--- src/rtl/sisc_fetch.sv ---
// sisc_fetch: instruction fetch unit for the SISC core.
// Owns the program counter, fetches one 32-bit word at a time from
// instruction memory and hands it to the core through the instruction
// register. Branch redirects flush whatever fetch is in flight or waiting
// in ir, and a halt at a delivery parks the unit until reset.
//
// Handshakes:
//   imem_req/imem_ack: imem_req stays high with imem_addr stable from the
//     cycle it rises until the cycle imem_ack=1. That cycle completes the
//     transfer and imem_rdata is sampled. A raised request is never
//     withdrawn except by rst. At most one request is outstanding.
//   ir_valid/ir_ready: a word is delivered in a cycle where both are 1.
//     While ir_valid=1 and ir_ready=0, ir and ir_valid hold their values.
//     The only other way ir_valid drops is a branch flush.
module sisc_fetch #(
    parameter int                ADDR_W = 16,
    parameter logic [ADDR_W-1:0] RST_PC = '0
) (
    input  logic              clk,
    input  logic              rst,
    output logic              imem_req,
    output logic [ADDR_W-1:0] imem_addr,
    input  logic              imem_ack,
    input  logic [31:0]       imem_rdata,
    output logic [31:0]       ir,
    output logic              ir_valid,
    input  logic              ir_ready,
    input  logic              br_taken,
    input  logic [ADDR_W-1:0] br_addr,
    input  logic              halt,
    output logic [ADDR_W-1:0] pc,
    output logic              halted,
    output logic [1:0]        dbg_state
);

    typedef enum logic [1:0] {
        REQ    = 2'd0,
        ISSUE  = 2'd1,
        HALTED = 2'd2
    } state_t;

    state_t            state, state_d;
    logic [ADDR_W-1:0] pc_d;
    logic              flush, flush_d;
    logic [ADDR_W-1:0] pending_pc, pending_d;
    logic              ir_load;

    // State register.
    always_ff @(posedge clk) begin
        if (rst) begin
            state <= REQ;
        end else begin
            state <= state_d;
        end
    end

    // Next-state, next-pc and flush bookkeeping.
    always_comb begin
        state_d   = state;
        pc_d      = pc;
        flush_d   = flush;
        pending_d = pending_pc;
        ir_load   = 1'b0;
        case (state)
            REQ: begin
                if (imem_ack) begin
                    if (br_taken) begin
                        // Branch lands with the data: drop the word, go to target.
                        pc_d    = br_addr;
                        flush_d = 1'b0;
                    end else if (flush) begin
                        // Data for a request a branch already superseded.
                        pc_d    = pending_pc;
                        flush_d = 1'b0;
                    end else begin
                        ir_load = 1'b1;
                        pc_d    = pc + ADDR_W'(1);
                        state_d = ISSUE;
                    end
                end else if (br_taken) begin
                    // The request cannot be withdrawn; keep imem_addr stable
                    // and remember where to go once its ack arrives.
                    flush_d   = 1'b1;
                    pending_d = br_addr;
                end
            end
            ISSUE: begin
                if (ir_ready) begin
                    // A branch accepted together with its own delivery.
                    if (br_taken) begin
                        pc_d = br_addr;
                    end
                    state_d = halt ? HALTED : REQ;
                end else if (br_taken) begin
                    // Undelivered word is on the wrong path: drop it.
                    pc_d    = br_addr;
                    state_d = REQ;
                end
            end
            HALTED: begin
                state_d = HALTED;
            end
            default: begin
                state_d = REQ;
            end
        endcase
    end

    // Datapath registers: pc, instruction register and pending redirect.
    always_ff @(posedge clk) begin
        if (rst) begin
            pc         <= RST_PC;
            ir         <= '0;
            flush      <= 1'b0;
            pending_pc <= RST_PC;
        end else begin
            pc         <= pc_d;
            flush      <= flush_d;
            pending_pc <= pending_d;
            if (ir_load) begin
                ir <= imem_rdata;
            end
        end
    end

    // Outputs are pure decodes of registered state.
    assign imem_req  = (state == REQ);
    assign imem_addr = pc;
    assign ir_valid  = (state == ISSUE);
    assign halted    = (state == HALTED);
    assign dbg_state = state;

endmodule

--- config.mk ---
export PLATFORM = sky130hd
export DESIGN_NAME = sisc_fetch
export DESIGN_NICKNAME = d
export VERILOG_FILES = /design/src/rtl/sisc_fetch.sv
export SDC_FILE = /design/constraint.sdc
export NUM_CORES = 1
export LEC_CHECK = 0
export CAP_MARGIN = 25
export CORE_MARGIN = 4
export CORE_UTILIZATION = 44
export CTS_CLUSTER_SIZE = 8
export DETAILED_ROUTE_END_ITERATION = 7
export GPL_TIMING_DRIVEN = 0
export PLACE_DENSITY = 0.91
export SYNTH_ARGS = -nofsm -noshare
export SYNTH_HDL_FRONTEND = slang
export SYNTH_SLANG_ARGS = --single-unit
--- constraint.sdc ---
create_clock -name clk -period 2.4 [get_ports clk]
set_input_delay 0.6 -clock clk [delete_from_list [all_inputs] [get_ports clk]]
set_output_delay 0.6 -clock clk [all_outputs]
set_load 0.05 [all_outputs]
# After elaboration in Yosys (flattened, before gate mapping)
# Index checks and enable logic that the tools add are counted.
# totals
register_bits,67
inputBits,54
output_inout_bits,69
# classes
n_addsub,1
n_eq_ne,7
n_mux,18
n_bitwise,1
reduce_logical,7
# ops
op,count
$mux 16,4
$pmux 16 s2,1
$add 16x1->16 const B,1
$mux 2,6
$mux 1,6
$pmux 2 s3,1
$reduce_and 3->1,2
$ne 2x1->1 const B,2
$ne 2x2->1 const B,2
$reduce_and 4->1,1
$reduce_bool 2->1,2
$ne 3x1->1 const B,1
$eq 2x1->1 const B,1
$eq 2x2->1 const B,1
$logic_not 2->1,1
$reduce_and 2->1,1
$not 1->1,1

# Depth between registers and ports, before layout
# Gate-level depths: netlist (run 1).
# depth
depth_word,5
ltp_mapped,7
ltp_nobuf,6

# Worst setup path after synthesis (run 1)
# OpenSTA, ideal clock, no wires.
# synth_timing
path_type,reg2reg
startpoint,"register state[1], in the netlist dbg_state[1]"
endpoint,register pending_pc[10]
setup_ns,0.132
arrival_time_ns,2.231
required_ns,2.268
setup_slack_ns,0.036
stages_incl_launch_ff,8
path_buffers,2
synth_period_minus_slack_ns,2.364
cell_sequence,dfxtp_1 -> nor2_1 -> nand2_1 -> or2_1 -> clkbuf_1 -> clkbuf_1 -> nand2_1 -> a21oi_1
# synth_via
elab_chain_len,2
# synth_lines
element,line,rtl
from (decl),42,"state_t state, state_d;"
from (signal assigned),53,state <= state_d;
$logic_not 2->1,-,
named net imem_req,21,"output logic imem_req,"
$reduce_and 3->1 (no source line),-,
to (signal assigned),119,pending_pc <= pending_d;
to (decl),45,"logic [ADDR_W-1:0] pending_pc, pending_d;"
# The timed path passes the listed nets, and every way through them passes these cells.
# A chain may end at the register's enable or synchronous reset.

# Worst setup path after layout (run 1)
# layout_timing
startpoint,"register pc[7], in the netlist imem_addr[7]"
endpoint,output pc[7]
# layout_rtl
element,line,rtl
from (decl),31,"output logic [ADDR_W-1:0] pc,"
from (signal assigned),117,pc <= pc_d;
# No word-level cell between the ends.

==> results of run 1 <==
-- where the power goes --
group          internal [mW]  total (mW)  leakage [nW]  switching (mW)
registers               1.18        1.24         0.548          0.0672
logic                  0.321       0.819          1.13           0.498
clock network          0.466       0.895        0.0909           0.429
-- cells in the final DEF, fill, tap and decap left out, types with 2 or more instances in the layout --
cell type / synthesis / routed
or2_1: 2 / 2
nor2_1: 12 / 12
a21oi_1: 69 / 69
a221oi_1: 2 / 2
buf_4: 16 / 16
clkbuf_8: 2 / 11
a21o_1: 5 / 5
o21ai_0: 19 / 19
nor2b_1: 2 / 2
o211ai_1: 4 / 4
buf_2: 3 / 3
mux2i_1: 2 / 2
inv_1: 5 / 5
and4_1: 2 / 2
xor2_1: 4 / 4
dfxtp_1: 67 / 67
nand3_1: 6 / 6
nand2_1: 114 / 114
nand4_1: 4 / 4
buf_6: 2 / 2
xnor2_1: 5 / 5
clkdlybuf4s50_1: 0 / 109
o21ai_1: 5 / 5
a211oi_1: 4 / 4
clkinv_2: 0 / 2
dlymetal6s2s_1: 0 / 4
dlygate4sd2_1: 0 / 7
nor3_1: 3 / 3
and3_1: 2 / 2
clkbuf_1: 18 / 18
a31oi_1: 2 / 2
-- cells by family (layout without fill, tap and decap cells) --
| family | after synthesis | count (layout) | synth area share (%) |
|---|---|---|---|
| and+or+nand+nor | 161 | 161 | 23.42 |
| xor gates and xnor gates | 9 | 9 | 2.492 |
| AOI/OAI and AO/OA | 116 | 116 | 20.81 |
| muxes | 2 | 2 | 0.6329 |
| DFF | 67 | 67 | 42.41 |
| buffers and inverters | 49 | 183 | 9.849 |
| adders and majority gates | 1 | 1 | 0.3955 |
-- sequential cells by signal, indices dropped and copies added, names as in the netlist --
name and flops:
imem_addr 16, ir 32, flush 1, dbg_state 2
pending_pc 16
-- final timing paths --
| path | startpoint | cells after the start | end | slack (ns) |
|---|---|---|---|---|
| max | imem_addr[7] | 2 | pc[7] | 0.06 |
| min | pending_pc[4] | 2 | pending_pc[4] | 0.45 |
| max reg2reg | imem_addr[0] | 6 | imem_addr[12] | 0.43 |
| min reg2reg | pending_pc[4] | 2 | pending_pc[4] | 0.45 |
-- Yosys cell counts (4+ instances only) --
cell | count | area share (%)
a21oi_1 | 69 | 11
nand4_1 | 4 | 0.79
o21ai_1 | 5 | 0.79
xor2_1 | 4 | 1.1
a21o_1 | 5 | 1.2
nor2_1 | 12 | 1.4
o211ai_1 | 4 | 0.95
o21ai_0 | 19 | 3.0
buf_4 | 16 | 3.8
xnor2_1 | 5 | 1.4
nand3_1 | 6 | 0.95
nand2_1 | 114 | 14
a211oi_1 | 4 | 0.95
inv_1 | 5 | 0.59
dfxtp_1 | 67 | 42
clkbuf_1 | 18 | 2.1
-- timing repair --
action                     4_1_cts  5_1_grt
resized for setup                7        4
pin swaps                        0        0
hold buffers                     0        0
setup endpoints to repair        7        4
-- worst max-delay path, delay by kind of cell (launching register included) --
kind | cells | cell delay [ns]
buffers and inverters | 2 | 0.93
flip-flops | 1 | 0.46
-- metal layers --
layer / vias up / track usage (%) / wire length (µm)
met4: 0 / 10.38 / 253
met2: 167 / 37.97 / 4667
met1: 1460 / 24.52 / 3659
li1: 1617 / - / -
met5: - / 0 / 0
met3: 24 / 6.742 / 859
-- layout make-up --
type | instances | area (µm²)
fillers | 601 | 2241
inverters | 5 | 18.77
clock buffers | 9 | 123.9
repair buffers | 120 | 1202
multi-input cells | 289 | 1510
well taps | 96 | 120.1
clock inverters | 5 | 56.30
plain buffers | 44 | 292.8
flip-flops and latches | 67 | 1341
-- stage by stage --
stage	setup TNS, ns	util, %	setup slack [ns]
5_1_grt	0	67.55	0.007485
4_1_cts	0	67.41	0.004520
3_3_place_gp	-0.7031	64.93	-0.1327
2_1_floorplan	0	-	0.03623
3_5_place_dp	-0.9421	64.93	-0.1527
6_report	0	67.55	0.06112
==> results_dict.tcl, run 1 <==
set metrics [dict create \
    grt_pass1_wl_um 15170 \
    timing.hold.ws_ns 0.4544 \
    num_antenna_cells 0 \
    place_area_mm2 0.004484 \
    syn-cell-area_mm2 0.003163 \
    synthesis.nets 460 \
    synth_cells 405 \
    post-place-cells 621 \
    globalRouteOverflowTotal 0 \
    status "finished, final reports clean" \
    initial_core_util_pct 45.80 \
    worst-path-max-fanout 5 \
    ys_ff_latch 67 \
    drive_gt1_share_pct 9.647 \
    postCtsSetupBuffers 0 \
    p_per_area_mw_per_mm2 633.9 \
    antenna_found_initial 0 \
    worst_pin_slew_ns 0.6738 \
    syn2layout_area_growth_pct 47.51 \
    cts_buffer_depth 2 \
    numPortBuffers 120 \
    clkTransAtPathRegs_ns 0.08 \
    synth-edff-count 0 \
    rsz0062_at_grt "no" \
    drv_slew 0 \
    final_cells 635 \
    dieArea_mm2 0.008609 \
    vias 3268 \
    max_freq_mhz 427.6 \
    fp.dieW_um 92.79 \
    setup_viol 0 \
    end_kind "output pin" \
    ys_async_sr_fraction_pct 0 \
    drt.antenna.violating_nets 0 \
    fin_crit_sh_pct 97.45 \
    drv_cap 0 \
    numClockSinks 67 \
    cts_root_buffer "clkbuf_8" \
    cts_inserted_buffers 9 \
    grtUsageTotal_pct 21.99 \
    routabilityCongestion 0.9565 \
    h-tree-depth 3 \
    nets 591 \
    power.total_mw 2.957 \
    drc 0 \
    ir_drop_v 0.0003509 \
    worstHoldPathType "flip-flop to flip-flop" \
    seq_area_frac_synth_pct 42.41 \
    synth_cell_types 51 \
    crit_path_start_kind "flip-flop" \
    fin_crit_ns 2.339 \
    critPathRequiredTime_ns 1.80 \
    tritoncts "done" \
    yosys_warnings 0 \
    wl_um 9438 \
    power_leakage_nw 1.770 \
    crit_type "flip-flop to output pin" \
    fin_skew_ns 0.01118 \
    clk_latency_ns 0.34 \
    core_mm2 0.006907 \
    final-hold-violation-count 0 \
    drt_iter0_drc 200 \
    arrival_ns 1.74 \
    crit_slowest_cell "clkdlybuf4s50_1" \
    grt_max_degree 12 \
    avgSynthCellArea_um2 7.810 \
    relSlewSlack_pct 54.92 \
    ys.flop_type "dfxtp_1" \
    crit_path_max_incr_delay_ns 0.78 \
    stdcell_area_mm2 0.004666 \
    firstDrtPassIters 4 \
    row_count 30 \
    routed_via_density 5.146 \
    routedWlPerCell_um 14.86 \
    io_pins 123 \
    dp_hpwl_um 7027 \
    die_height_um 92.79 \
    worstPathCellList "buf_4, clkdlybuf4s50_1" \
    first_global_vias 3178 \
]
No activity file was read; power rests on OpenSTA's default activity.
==> run 2: changes to the inputs <==
- GPL_ROUTABILITY_DRIVEN: not set -> 0
==> results of run 2 <==
Same layout as run 1: the final DEF is identical, and so are final timing and power.
